### config.mk
export PLATFORM = sky130hd
export DESIGN_NAME = scalar_wb_queue
export DESIGN_NICKNAME = d
export VERILOG_FILES = /design/src/rtl/scalar_wb_queue.sv
export SDC_FILE = /design/constraint.sdc
export NUM_CORES = 1
export LEC_CHECK = 0
export BUFFER_PORTS_ARGS = -buffer_cell sky130_fd_sc_hd__buf_4
export CORE_MARGIN = 4
export CORE_UTILIZATION = 30
export DETAILED_ROUTE_END_ITERATION = 8
export GPL_TIMING_DRIVEN = 0
export PLACE_DENSITY = 0.47
export REMOVE_ABC_BUFFERS = 1
export SYNTH_ARGS = -nofsm -noshare
export SYNTH_HDL_FRONTEND = slang
export SYNTH_SLANG_ARGS = --single-unit
### constraint.sdc
create_clock -name clk -period 7 [get_ports clk]
set_input_delay 1.4 -clock clk [delete_from_list [all_inputs] [get_ports clk]]
set_output_delay 1.4 -clock clk [all_outputs]
set_load 0.05 [all_outputs]
### src/rtl/scalar_wb_queue.sv
// Writeback merge queue for the 8x16 scalar register file: mem and ALU requests enter an
// in-order FIFO, retire one per cycle to the write port, and a per-register count drives RAW stalls.
module scalar_wb_queue #(
    parameter int DATA_W = 16,
    parameter int ADDR_W = 3,
    parameter int DEPTH  = 4
) (
    input  logic              clk,
    input  logic              rst,
    input  logic              mem_valid,
    input  logic [ADDR_W-1:0] mem_dst,
    input  logic [DATA_W-1:0] mem_data,
    output logic              mem_ready,
    input  logic              alu_valid,
    input  logic [ADDR_W-1:0] alu_dst,
    input  logic [DATA_W-1:0] alu_data,
    output logic              alu_ready,
    output logic              wr_en,
    output logic [ADDR_W-1:0] wr_dst,
    output logic [DATA_W-1:0] wr_data,
    input  logic [ADDR_W-1:0] rd_addr_1,
    input  logic [ADDR_W-1:0] rd_addr_2,
    output logic              busy_1,
    output logic              busy_2
);

    localparam int NREG = 1 << ADDR_W;
    localparam int CW   = $clog2(DEPTH + 1);
    localparam int PW   = $clog2(DEPTH);
    localparam int SW   = $clog2(DEPTH + 2);

    localparam logic [CW-1:0] DEPTH_M1 = CW'(DEPTH - 1);
    localparam logic [CW-1:0] DEPTH_M2 = CW'(DEPTH - 2);

    // Handshake: a request is taken at the rising edge where valid & ready are both high;
    // ready depends only on the start-of-cycle count (and mem_valid for the ALU side).
    logic [ADDR_W-1:0] fifo_dst  [DEPTH];
    logic [DATA_W-1:0] fifo_data [DEPTH];
    logic [PW-1:0]     wr_ptr;
    logic [PW-1:0]     rd_ptr;
    logic [CW-1:0]     count;
    logic [SW-1:0]     pend_cnt  [NREG];

    logic              mem_acc;
    logic              alu_acc;
    logic              deq;
    logic [PW-1:0]     alu_slot;
    logic [PW-1:0]     wr_ptr_next;
    logic [CW:0]       count_sum;
    logic [SW:0]       pend_sum  [NREG];

    function automatic logic [PW-1:0] ptr_inc(input logic [PW-1:0] p);
        return (p == PW'(DEPTH - 1)) ? '0 : p + PW'(1);
    endfunction

    assign mem_ready = (count <= DEPTH_M1);
    assign alu_ready = (count <= DEPTH_M2) | ((count == DEPTH_M1) & ~mem_valid);

    assign mem_acc = mem_valid & mem_ready;
    assign alu_acc = alu_valid & alu_ready;
    assign deq     = (count != '0);

    // mem always takes the first free slot, so the ALU entry lands behind it
    assign alu_slot = mem_acc ? ptr_inc(wr_ptr) : wr_ptr;

    always_comb begin
        wr_ptr_next = wr_ptr;
        if (mem_acc && alu_acc) begin
            wr_ptr_next = ptr_inc(ptr_inc(wr_ptr));
        end else if (mem_acc || alu_acc) begin
            wr_ptr_next = ptr_inc(wr_ptr);
        end
    end

    assign count_sum = {1'b0, count} + (CW+1)'(mem_acc) + (CW+1)'(alu_acc) - (CW+1)'(deq);

    // Pending writes per register: entries in the FIFO plus the one on the write port.
    always_comb begin
        for (int r = 0; r < NREG; r++) begin
            pend_sum[r] = {1'b0, pend_cnt[r]}
                        + (SW+1)'(mem_acc && (mem_dst == ADDR_W'(r)))
                        + (SW+1)'(alu_acc && (alu_dst == ADDR_W'(r)))
                        - (SW+1)'(wr_en && (wr_dst == ADDR_W'(r)));
        end
    end

    assign busy_1 = (pend_cnt[rd_addr_1] != '0);
    assign busy_2 = (pend_cnt[rd_addr_2] != '0);

    always_ff @(posedge clk) begin
        if (rst) begin
            wr_ptr  <= '0;
            rd_ptr  <= '0;
            count   <= '0;
            wr_en   <= 1'b0;
            wr_dst  <= '0;
            wr_data <= '0;
            for (int r = 0; r < NREG; r++) begin
                pend_cnt[r] <= '0;
            end
        end else begin
            if (mem_acc) begin
                fifo_dst[wr_ptr]  <= mem_dst;
                fifo_data[wr_ptr] <= mem_data;
            end
            if (alu_acc) begin
                fifo_dst[alu_slot]  <= alu_dst;
                fifo_data[alu_slot] <= alu_data;
            end
            wr_ptr <= wr_ptr_next;

            wr_en <= deq;
            if (deq) begin
                wr_dst  <= fifo_dst[rd_ptr];
                wr_data <= fifo_data[rd_ptr];
                rd_ptr  <= ptr_inc(rd_ptr);
            end

            // wraps to a huge value on underflow, so one bound catches both directions
            assert (count_sum <= (CW+1)'(DEPTH));
            count <= count_sum[CW-1:0];

            for (int r = 0; r < NREG; r++) begin
                assert (pend_sum[r] <= (SW+1)'(DEPTH + 1));
                pend_cnt[r] <= pend_sum[r][SW-1:0];
            end
        end
    end

endmodule

==> flow_summary.yaml <==
status:
  status: "complete, no violations"
drt:
  drt_iter0_drc: 186
  wl_met3_um: 530
  drt_wl_total_mm: 15.49
  routed.top_layer: "met4"
  vias_per_cell: 4.741
  vias: 4139
  drc: 0
  met2_length_mm: 8.143
  firstDrtPassIters: 4
  detail-route-antenna-nets: 0
  wl_per_cell_um: 17.74
  wl_met1_mm: 6.599
floorplan:
  core_area_mm2: 0.02129
  die_w_um: 156.0
  row_count: 53
  die-area_mm2: 0.02433
  io_pins: 72
  initial_utilization_pct: 30.86
  die_y_um: 156.0
grt:
  grt_max_degree: 57
  grt_antenna_before_repair: 0
  grt_pass1_wl_mm: 25.07
  track_usage_pct: 13.55
  overflow: 0
  grt_pass1_vias: 4573
run:
  cap_violations: 0
logic_synthesis:
  synthTopCellsByArea: "edfxtp_1 35%, dfxtp_1 16%, mux2_2 9.6%"
  synthCells: 513
  synthArstFlopShare_pct: 0
  synth.avg_cell_area_um2: 12.81
  yosysWarnings: 0
  synth.cell_area_mm2: 0.006570
  synth_top_cell_by_area: "edfxtp_1"
  synth_edf_count: 76
  synthDominantCellAreaShare_pct: 34.74
  synth-seq-area-share_pct: 50.28
  synthFlopType: "edfxtp_1"
  synth.distinct_cells: 41
  ys_ff_latch: 127
clock_tree:
  clkTransAtPathRegs_ns: 0.06
  cts_hold_buffers: 0
  numCtsBuffers: 17
  h-tree-depth: 4
  clock_path_buffers: 2
  cts_sinks: 127
  post_cts_buffers: 0
  cts-root-buf: "clkbuf_16"
  cts_tree: "yes"
  clkLatencyLatePin_ns: 0.42
  cts_resized: 0
setup_path:
  path_class: "in -> reg"
  r2r_end: "fifo_data[0][14]"
  worst_r2r_path_depth: 8
  start_kind: "input port"
  cp-endpoint: "fifo_data[0][14]"
  r2r_slack_ns: 2.81
  reg2reg_from: "count[2]"
  required_ns: 7.03
  arrival_ns: 4.37
  cp_max_fo: 19
  startpoint: "mem_valid"
  end_kind: "flop"
finish:
  seqCellArea_mm2: 0.003304
  diodes: 0
  fill_cells: 2050
  fin_util_pct: 37.99
  multi_input_area_mm2: 0.002980
  fin_nets: 667
  design_area_mm2: 0.008087
  area_growth_pct: 23.08
  drive_gt1_share_pct: 32.94
  stdcell_count: 873
placed_design:
  place.gp.congestion: 0.6971
  dp_cells: 841
  port_buffers: 71
  placed_area_mm2: 0.007443
  dp.final_hpwl_mm: 10.14
timing:
  worstMarginPinSlew_ns: 1.222
  finalSetupViolations: 0
  relSlewSlack_pct: 18.40
  hold_viol: 0
  fin_crit_sh_pct: 62.08
  fin_skew_ns: 0.01134
  setup-tns-final_ns: 0
  period_minus_slack_ns: 4.346
  slew_viol_final: 0
  max_freq_mhz: 230.1
  rsz0062_at_grt: "false"
pwr:
  leakage_nw: 2.975
  ir_drop_v: 0.0001836
  p_total_mw: 3.403
  power.density_mw_per_mm2: 420.9
worst_hold_path:
  hp-class: "reg -> reg"
## synthesized netlist by cell type (13+ instances only)
library cell  instances
nor3_1               13
inv_1                39
nor2b_1              13
fa_1                 18
ha_1                 16
dfxtp_1              51
a21oi_1              21
mux2_1               20
nor2_1               31
nand2_1              52
edfxtp_1             76
mux2_2               56
xnor2_1              16
clkbuf_1             14
mux4_2               23
## how the worst min path moves through the flow
stage                         startpoint  slack, ns  cells after the start        endpoint
after floorplan           pend_cnt[7][2]       0.48                      2  pend_cnt[7][2]
after global placement       wr_data[12]       0.44                      2     wr_data[12]
after detailed placement      wr_data[3]       0.45                      2      wr_data[3]
after CTS                    wr_data[14]       0.46                      2     wr_data[14]
after global routing         wr_data[14]       0.48                      2     wr_data[14]
final                        wr_data[14]       0.45                      2     wr_data[14]
## placed cells by master (no fill, tap or decap), types with 2 or more instances in the layout
cell and count:
clkbuf_1 3, xnor2_1 16, edfxtp_1 76, nor4_1 2, a21oi_1 21, mux2_1 20, inv_6 3, inv_1 39
nor4b_4 2, nor3_1 12, nand3_1 5, fa_1 18, nor2_1 31, dfxtp_1 50, mux4_2 23, clkinv_4 2
nand4_1 3, clkbuf_16 17, ha_1 16, mux2_2 56, nand4b_1 3, mux2i_1 4, nand2_1 52, nor2b_1 13
nand3b_1 2, buf_8 4, buf_4 71, buf_6 6, bufinv_16 5, nand2b_1 3, a21o_1 3
## worst max-delay path, stage by stage
cell and delay [ns]:
buf_4 0.09, nor3b_4 0.46, mux2i_1 0.64, nand4b_1 0.59, buf_6 0.35, nand2_1 0.84
## final cells by class
type	count	area share [%]
clock buffers	20	5.400
repair buffers	81	8.170
multi-input cells	317	36.86
flip-flops and latches	127	40.86
clock inverters	12	2.553
inverters	41	1.903
well taps	275	4.255
## layer usage
metal / global-route usage, % / vias to the layer above
met5: 0 / -
met4: 4.460 / 0
met3: 3.329 / 18
met2: 23.67 / 69
met1: 16.39 / 2083
li1: - / 1969
## kinds of logic after synthesis
logic type | count (synthesis) | share of synthesized area [%]
and+or+nand+nor | 134 | 10.28
DFF | 127 | 50.28
muxes | 103 | 21.52
buffers and inverters | 69 | 4.570
adders and majority gates | 34 | 8.532
AOI/OAI and AO/OA | 29 | 2.552
xor gates and xnor gates | 17 | 2.266
## flip-flops by register name (all words and copies together), names as in the netlist
signal	count
fifo_data	64
pend_cnt	24
wr_data	16
fifo_dst	12
count	3
wr_dst	3
rd_ptr	2
wr_ptr	2
wr_en	1
## metrics by stage
stage | hold slack [ns] | worst slack, ns
after floorplan | 0.4845 | 2.690
after global placement | 0.4431 | 0.3680
after detailed placement | 0.4481 | 2.171
after CTS | 0.4552 | 2.607
after global routing | 0.4757 | 2.484
final | 0.4500 | 2.654
## report_power, final
part | total, mW | switching (mW) | internal (mW)
registers | 1.16 | 0.164 | 1.00
logic | 1.26 | 0.727 | 0.532
clock network | 0.980 | 0.344 | 0.636
Power figures use the tool's default switching activity.
